`src/rtl/alu_muldiv_seq.sv`:
```
// alu_muldiv_seq: a sequencer that runs 32x32 unsigned multiply and 32/32
// unsigned restoring divide over 32 clocks. Each step uses the shared
// external ripple-carry ALU once and returns the result in HI/LO form.
module alu_muldiv_seq (
    input  logic        clk_i,
    input  logic        rst_ni,
    input  logic        start_i,
    input  logic        op_i,
    input  logic [31:0] src_a_i,
    input  logic [31:0] src_b_i,
    output logic        busy_o,
    output logic        done_o,
    output logic [31:0] hi_o,
    output logic [31:0] lo_o,
    output logic [31:0] alu_a_o,
    output logic [31:0] alu_b_o,
    output logic        alu_binvert_o,
    input  logic [31:0] alu_fa_i
);

    typedef enum logic [1:0] {
        IDLE = 2'd0,
        RUN  = 2'd1,
        DONE = 2'd2
    } state_t;

    state_t      state_q, state_d;
    logic [4:0]  cnt_q, cnt_d;
    logic        opr_q, opr_d;
    logic [31:0] hi_q, hi_d;
    logic [31:0] lo_q, lo_d;
    logic [31:0] m_q, m_d;

    logic        b31;
    logic        cout;
    logic        divOk;

    // ALU operand drive and local carry-out reconstruction; the ALU only
    // exports its sum, so the carry out of bit 31 is rebuilt from the
    // bit-31 operands and the bit-31 sum.
    always_comb begin
        alu_a_o       = opr_q ? {hi_q[30:0], lo_q[31]} : hi_q;
        alu_b_o       = m_q;
        alu_binvert_o = opr_q;
        b31           = alu_b_o[31] ^ alu_binvert_o;
        cout          = (alu_a_o[31] & b31) | ((alu_a_o[31] | b31) & ~alu_fa_i[31]);
        divOk         = hi_q[31] | cout;
    end

    // Next-state logic: accept in IDLE, one shift/add or shift/subtract
    // step per clock in RUN, a single DONE cycle, then back to IDLE.
    always_comb begin
        state_d = state_q;
        cnt_d   = cnt_q;
        opr_d   = opr_q;
        hi_d    = hi_q;
        lo_d    = lo_q;
        m_d     = m_q;
        case (state_q)
            IDLE: begin
                if (start_i) begin
                    hi_d    = 32'd0;
                    lo_d    = src_a_i;
                    m_d     = src_b_i;
                    opr_d   = op_i;
                    cnt_d   = 5'd0;
                    state_d = RUN;
                end
            end
            RUN: begin
                if (!opr_q) begin
                    if (lo_q[0]) begin
                        hi_d = {cout, alu_fa_i[31:1]};
                        lo_d = {alu_fa_i[0], lo_q[31:1]};
                    end else begin
                        hi_d = {1'b0, hi_q[31:1]};
                        lo_d = {hi_q[0], lo_q[31:1]};
                    end
                end else begin
                    hi_d = divOk ? alu_fa_i : {hi_q[30:0], lo_q[31]};
                    lo_d = {lo_q[30:0], divOk};
                end
                cnt_d = cnt_q + 5'd1;
                if (cnt_q == 5'd31) begin
                    state_d = DONE;
                end
            end
            DONE: begin
                state_d = IDLE;
            end
            default: begin
                state_d = IDLE;
            end
        endcase
    end

    // State register with synchronous active-low reset that aborts any
    // operation in flight and clears every result register.
    always_ff @(posedge clk_i) begin
        if (!rst_ni) begin
            state_q <= IDLE;
            cnt_q   <= 5'd0;
            opr_q   <= 1'b0;
            hi_q    <= 32'd0;
            lo_q    <= 32'd0;
            m_q     <= 32'd0;
        end else begin
            state_q <= state_d;
            cnt_q   <= cnt_d;
            opr_q   <= opr_d;
            hi_q    <= hi_d;
            lo_q    <= lo_d;
            m_q     <= m_d;
        end
    end

    // Status and results come straight from registers, so there is no
    // combinational path from start to busy or done.
    always_comb begin
        busy_o = (state_q != IDLE);
        done_o = (state_q == DONE);
        hi_o   = hi_q;
        lo_o   = lo_q;
    end

endmodule

```
`config.mk`:
```
export PLATFORM = sky130hd
export DESIGN_NAME = alu_muldiv_seq
export DESIGN_NICKNAME = d
export VERILOG_FILES = /design/src/rtl/alu_muldiv_seq.sv
export SDC_FILE = /design/constraint.sdc
export NUM_CORES = 1
export LEC_CHECK = 0
export ABC_AREA = 0
export BUFFER_PORTS_ARGS = -buffer_cell sky130_fd_sc_hd__buf_2
export CAP_MARGIN = 20
export CORE_MARGIN = 1
export CORE_UTILIZATION = 50
export CTS_BUF_LIST = sky130_fd_sc_hd__clkbuf_4
export DETAILED_ROUTE_END_ITERATION = 10
export PLACE_DENSITY = 0.83
export SETUP_SLACK_MARGIN = 0.02
export SLEW_MARGIN = 20
export SYNTH_ARGS = -nofsm -noshare
export SYNTH_HDL_FRONTEND = slang
export SYNTH_SLANG_ARGS = --single-unit
```
`constraint.sdc`:
```
create_clock -name clk_i -period 1.65 [get_ports clk_i]
set_input_delay 0.0825 -clock clk_i [delete_from_list [all_inputs] [get_ports clk_i]]
set_output_delay 0.0825 -clock clk_i [all_outputs]
set_load 0.05 [all_outputs]
```
### After elaboration in Yosys (flattened, before gate mapping)

Cells that the tools add are included.
Widths: inputs -> output; s select.

* bits in registers: 104

* $add $sub $neg: 1
* eq/ne operators: 5
* multiplexer cells: 15
* bitwise logic cells: 7
* reductions and logical operators: 6

Operator list (number)
* $mux 32: 8
* $pmux 32 s2: 2
* $pmux 5 s2: 1
* $reduce_and 2->1: 3
* $add 5x1->5 const B: 1
* $eq 5x5->1 const B: 1
* $mux 5: 1
* $mux 2: 2
* $ne 2x2->1 const B: 2
* $pmux 2 s2: 1
* $reduce_bool 2->1: 2
* $or 1x1->1: 3
* $and 1x1->1: 2
* $eq 2x1->1 const B: 1
* $eq 2x2->1 const B: 1
* $logic_not 2->1: 1
* $not 1->1: 1
* $xor 1x1->1: 1

### Depth between registers and ports, before layout

Gate-level depths: netlist of run 1.

* depth in word-level cells: 8
* mapped depth: 7

### Least setup slack after synthesis of run 1

Ideal clock, no wire load.

* path type: flip-flop to output port
* start: reg opr_q, in the netlist alu_binvert_o
* end: out alu_a_o[0]
* arrival time: 1.777 ns
* data required time: 1.567 ns
* path slack: -0.210 ns
* cell stages (with the launch flop): 5
* path buffers: 3
* path through: dfxtp_1 -> buf_2 -> buf_2 -> buf_2 -> mux2_2

* cells in the longest elaborated chain, start to end: 1

RTL lines
* start, declared: line 29 `logic opr_q, opr_d;`
* start signal, assigned: line 110 `opr_q <= opr_d;`
* $mux 32: line 42 `alu_a_o = opr_q ? {hi_q[30:0], lo_q[31]} : hi_q;`
* end, declared: line 15 `output logic [31:0] alu_a_o,`

No other way between the ends.

### Worst setup path after layout of run 1

* start: reg opr_q, in the netlist alu_binvert_o
* end: out alu_a_o[5]

The elaborated chain is that of the path after synthesis.

==> out/results.txt, run 1 <==
CTS root buf -> clkbuf_4
WHS -> 0.0648 ns
Min Tclk post-route -> 1.74 ns
Static Leak -> 3.92 nW
Synth Register Bits -> 104
Worst-Skew Late Latency -> 0.47 ns
Most numerous cell in the Yosys netlist -> nand2_1
Yosys top cell by area -> dfxtp_1
Synth top area share -> 0.371
Syn Area/Cell -> 8.11 um2
Setup Viol. Count Final -> 32
FF/Latch Area -> 2090 um2
DR vias/cell -> 5.88
Antenna Cells -> 0
Number of synthesized flops with an enable pin -> 0
First-pass GRT wire length -> 30.9 mm
GRT Total Usage -> 0.337
Clk sink count -> 104
Layout cells sized above 1 -> 0.316
Reg2reg end -> lo_o[8]
Worst r2r path cells -> 4
Crit path launch -> alu_binvert_o
Maximum VDD drop -> 0.602 mV
Layout Nets -> 1099
Total global routing overflow -> 0
CP arrival -> 1.65 ns
Starting Density -> 0.515
Reg2Reg Setup Slack -> 0.08 ns
Sw power -> 0.00264 W
Failing checks -> setup timing
PnR worst setup slack -> -0.0871 ns
WL/cell -> 17.8 um
Top cells by area, synth -> dfxtp_1, nand2_1, mux2i_1, mux2_2, o221ai_1
Hold Path Sink -> lo_o[0]
Die Ht -> 108 um
Critical path class -> reg -> out
Clk buf depth -> 2
Worst Skew -> 0.0323 ns
Clk network pwr share -> 0.217
Hold wc startpoint -> start_i
Post-synth ARST share -> 0
Chip width -> 108 um
HP Class -> in -> reg
Drt drc -> 0
CP required -> 1.57 ns
Critical path peak fanout -> 7
Sw frac -> 0.402
GP Congestion -> 0.775
Max-cap viol count -> 0
PwrDens -> 769 nW/um2
Clock-pin slew on the worst setup and hold paths -> 0.17 ns
Routed Antenna Nets -> 0
Most used DFF post-synth -> dfxtp_1
Outcome -> finished, violations left
Yosys warns -> 0
Final WL -> 20.4 mm
Num rows -> 38
Die area -> 11600 um2
Area Growth Syn to Fin -> 52.4%
Initial antenna violation count -> 0
Fill cells -> 674
Post-DP HPWL -> 10.1 mm
Post-synthesis sequential area ratio -> 0.371
Logic pwr share -> 0.348
Total number of vias -> 6715
Fin area -> 8550 um2
Largest net degree at the start of global routing -> 72
Pint -> 0.00393 W
Synth Cell Area -> 5610 um2
CP startpoint kind -> register
Initial DRC Count -> 449
RSZ-0062 raised after global routing -> yes
CTS tree -> built
Post-synth top cells -> nand2_1, dfxtp_1, mux2i_1, o21ai_0
Cell Chain, Critical Path -> clkbuf_16 > mux2_4 > buf_6
Critical path's slowest cell -> dfxtp_4
R2r startpoint -> state_q[0]
Post-DP Area -> 7040 um2
Max-slew violations -> 0
Vias in the first global route -> 6410
Relative slew slack -> 0.671
Distinct cells, synth -> 32
FMAX -> 0.576 GHz
Crit-path max cell delay -> 0.52 ns
Hold Fails Final Rpt -> 0
Seq pwr share -> 0.435
Io pins -> 231
Hold Crit Depth -> 4
Core area -> 10900 um2
Gate Count Post-Synth -> 692
Least-Margin Pin Slew -> 0.494 ns
TritonCTS Buffers -> 9
Drt pass-1 iters -> 5
H-tree depth -> 3
Setup crit end kind -> primary output
Final Cycle Share -> 1.05
Post-Syn Nets -> 794
Multi-input gate area -> 3350 um2
I/O Buffers -> 230
-- layout by cell type (no fill, tap or decap), drive strengths merged, types with 10 or more instances in the layout --
cell type / count
o221ai: 32
mux2: 34
a21oi: 34
mux2i: 63
nand2: 192
o21ai: 35
nand3: 32
buf: 256
and3: 33
dlygate4sd3: 97
clkbuf: 10
dfxtp: 104
a21boi: 33
-- metal layers --
layer | GRT usage | wire [um] | share of wire | vias up
li1 | - | - | - | 3046
met1 | 0.377 | 7740 | 0.38 | 3166
met2 | 0.602 | 10200 | 0.50 | 422
met3 | 0.0696 | 1570 | 0.077 | 81
met4 | 0.172 | 887 | 0.044 | 0
met5 | 0 | 0 | 0 | -
-- metrics by stage --
| stage | TNS (ns) | total power (W) | utilization | instances | setup slack, ns |
|---|---|---|---|---|---|
| floorplan | 0 | 0.00429 | - | 692 | 0.0125 |
| global placement | 0 | 0.00479 | 0.647 | 1021 | 0.202 |
| detailed placement | 0 | 0.00482 | 0.647 | 1021 | 0.151 |
| CTS | -2.14 | 0.00650 | 0.779 | 1139 | -0.110 |
| global route | -3.61 | 0.00686 | 0.785 | 1142 | -0.148 |
| finish | -1.51 | 0.00657 | 0.785 | 1142 | -0.0871 |
-- critical path: cells and delay by family (launching register included) --
family	cells	cell delay (ns)
buffers and inverters	2	0.37
muxes	1	0.31
DFF	1	0.52
-- cell type report --
| cell class | count | share of cell area |
|---|---|---|
| Timing Repair Buffer | 355 | 0.323 |
| Clock buffer | 9 | 0.00790 |
| Inverter | 4 | 0.00176 |
| Multi-Input combinational cell | 523 | 0.392 |
| Tap cell | 140 | 0.0205 |
| Clock inverter | 7 | 0.0107 |
| Sequential cell | 104 | 0.244 |
-- power groups by stage --
stage / combinational [W] / sequential [W] / clock (W)
final: 0.00229 / 0.00286 / 0.00142
after detailed placement: 0.00193 / 0.00289 / 0
after global placement: 0.00190 / 0.00289 / 0
after CTS: 0.00219 / 0.00284 / 0.00146
after floorplan: 0.000896 / 0.00340 / 0
after global routing: 0.00241 / 0.00288 / 0.00157
-- worst max-delay path by stage --
stage,to,slack [ns],depth (start not counted)
2_1_floorplan,alu_a_o[0],0.01,4
3_3_place_gp,alu_b_o[12],0.20,4
3_5_place_dp,alu_b_o[22],0.15,4
4_1_cts,alu_a_o[0],-0.11,3
5_1_grt,alu_a_o[5],-0.15,3
6_report,alu_a_o[5],-0.09,3
-- logic make-up after synthesis --
kind of cell | Yosys count | synth area share
flops | 104 | 0.371
simple gates | 276 | 0.213
mux | 97 | 0.181
compound gates | 146 | 0.172
buf+inv | 66 | 0.0567
fa+ha+maj | 3 | 0.00625
-- repair_timing --
item	in CTS	in global routing
buffers inserted	2	1
pin swaps	0	1
hold endpoints to repair	97	0
hold buffers	97	0
cloned	3	2
gates resized for setup	68	11
setup endpoints to repair	33	39
-- sequential cells by signal, summed over array words and instances, names as in the netlist --
signal         count
alu_b_o           32
alu_binvert_o      1
cnt_q              5
hi_o              32
lo_o              32
state_q            2
(Power assumes the default switching activity.)
==> run 2, diff against run 1 <==
--- a/config.mk
+++ b/config.mk
@@ -11,6 +11,8 @@
 export CORE_MARGIN = 1
 export CORE_UTILIZATION = 50
 export CTS_BUF_LIST = sky130_fd_sc_hd__clkbuf_4
+export CTS_CLUSTER_DIAMETER = 60
+export CTS_CLUSTER_SIZE = 10
 export DETAILED_ROUTE_END_ITERATION = 10
 export PLACE_DENSITY = 0.83
 export SETUP_SLACK_MARGIN = 0.02
==> constraint.sdc (replaced) <==
create_clock -name clk_i -period 1.9 [get_ports clk_i]
set_input_delay 0.095 -clock clk_i [delete_from_list [all_inputs] [get_ports clk_i]]
set_output_delay 0.095 -clock clk_i [all_outputs]
set_load 0.05 [all_outputs]
==> run 2 against run 1 <==
Against the previous run: die area is the same; flip-flop and latch count did not move; power down 15%; critical path depth is the same; register-to-register slack improved by 0.04 ns; the run now ends clean; clock power down 9.9%; cell count fell by 1.1%; combinational power down 21%; critical path type unchanged.
==> out/results.txt, run 2 (synthesis results as in run 1) <==
Outcome -> completed
GRT Total Usage -> 0.306
Layout Nets -> 1086
Static Leak -> 3.73 nW
Critical path class -> reg -> out
Initial antenna violation count -> 1
Clk buf depth -> 2
First-pass GRT wire length -> 28.6 mm
Commonest cells after routing, fill and taps aside -> buf_2, nand2_1, dfxtp_1
Critical path peak fanout -> 17
Drt pass-1 iters -> 5
Routed Antenna Nets -> 0
Min Tclk post-route -> 1.81 ns
Max-cap viol count -> 0
Post-DP HPWL -> 10.2 mm
CP arrival -> 1.72 ns
Drt drc -> 0
Maximum VDD drop -> 0.457 mV
PwrDens -> 702 nW/um2
Total global routing overflow -> 0
Worst Path Buf+Inv -> 2
CP startpoint kind -> register
Clock-pin slew on the worst setup and hold paths -> 0.17 ns
Multi-input gate area -> 3230 um2
Num rows -> 38
Worst Skew -> 0.0271 ns
Sw power -> 0.00218 W
Core area -> 10900 um2
Logic pwr share -> 0.326
DR vias/cell -> 5.70
FMAX -> 0.551 GHz
Hold Crit Depth -> 3
Io pins -> 231
WL/cell -> 16.5 um
Clk sink count -> 104
Most common cell after layout, fill and taps aside -> buf_2
Least-Margin Pin Slew -> 0.781 ns
Layout cells sized above 1 -> 0.309
Clk network pwr share -> 0.229
Post-placement cell count -> 1016
Largest net degree at the start of global routing -> 74
TritonCTS Buffers -> 9
Die area -> 11600 um2
Seq pwr share -> 0.445
CTS root buf -> clkbuf_4
Starting Density -> 0.515
Area Growth Syn to Fin -> 41.9%
Setup TNS -> 0 ns
Cell Chain, Critical Path -> buf_4 > mux2_2 > buf_2
Setup Viol. Count Final -> 0
RSZ-0062 raised after global routing -> yes
Initial DRC Count -> 543
Total number of vias -> 6435
Tot Pwr -> 0.00558 W
Pint -> 0.00340 W
Setup crit end kind -> primary output
Antenna Cells -> 0
Final WL -> 18.6 mm
GP Congestion -> 0.833
PnR worst setup slack -> 0.0867 ns
CTS tree -> built
Critical path's slowest cell -> dfxtp_4
FF/Latch Area -> 2090 um2
Crit-path max cell delay -> 0.42 ns
Die Ht -> 108 um
Critical path's top delay family -> buffers and inverters
Post-DP Area -> 6820 um2
Fin area -> 7960 um2
Chip width -> 108 um
Final Non-Filler Cells -> 1129
Final Cycle Share -> 0.954
Critical path depth in cells -> 3
Vias in the first global route -> 5995
Relative slew slack -> 0.479
Sw frac -> 0.391
H-tree depth -> 3
Hold Fails Final Rpt -> 0
HP Class -> in -> reg
Max-slew violations -> 0
I/O Buffers -> 230
Worst-Skew Late Latency -> 0.45 ns
Worst r2r path cells -> 4
CP required -> 1.80 ns
Fill cells -> 775
Placement Setup Slack -> 0.202 ns
-- run 2: changes by cell type in the layout (fill, tap and decap cells not counted), sizes merged --
cell / previous run / this run
buf: 256 / 247
dlygate4sd3: 97 / 95
bufinv: 0 / 1
bufbuf: 1 / 0
clkbuf: 10 / 9
inv: 8 / 7
-- run 2: per-stage QoR --
step	hold slack, ns	util
after floorplan	0.240	-
after global placement	0.347	0.627
after detailed placement	0.354	0.627
after CTS	0.0286	0.730
after global routing	0.0506	0.731
final	0.0602	0.731
-- run 2: area by class of cell --
class,instances,area share
Clock inverter,7,0.0123
Sequential cell,104,0.262
Timing Repair Buffer,342,0.287
Clock buffer,9,0.00849
Multi-Input combinational cell,523,0.406
Inverter,4,0.00189
Tap cell,140,0.0220
-- run 2: path summary, 6_finish.rpt --
check / from / end / slack [ns]
min: alu_fa_i[31] / hi_o[30] / 0.06
min reg2reg: alu_b_o[15] / alu_b_o[15] / 0.47
max reg2reg: state_q[1] / lo_o[15] / 0.12
max: alu_binvert_o / alu_a_o[27] / 0.09
-- run 2: power by group through the flow --
| stage | clock (W) | sequential (W) | combinational (W) |
|---|---|---|---|
| global placement | 0 | 0.00253 | 0.00159 |
| detailed placement | 0 | 0.00253 | 0.00161 |
| finish | 0.00128 | 0.00249 | 0.00182 |
| CTS | 0.00130 | 0.00247 | 0.00177 |
| global route | 0.00138 | 0.00250 | 0.00193 |
| floorplan | 0 | 0.00295 | 0.000753 |
-- run 2: repair_timing --
item,CTS,global route
gates cloned,0,1
hold buffers,95,0
endpoints found under the setup margin,25,3
pin swaps,0,1
gates resized for setup,0,2
hold endpoints to repair,95,0
buffers inserted,1,0
-- run 2: per-layer routing --
layer  GRT usage  up-vias  routed length [um]
met2       0.537      358                9210
met4       0.127        2                 476
li1            -     3009                   -
met1       0.367     3013                7490
met3      0.0563       53                1430
met5           0        -                  10
-- run 2: worst reg2reg max path: cells and delay by family, from the launching register on --
family / cells / cell delay [ns]
flip-flops: 1 / 0.44
AND/OR/NAND/NOR: 4 / 1.26
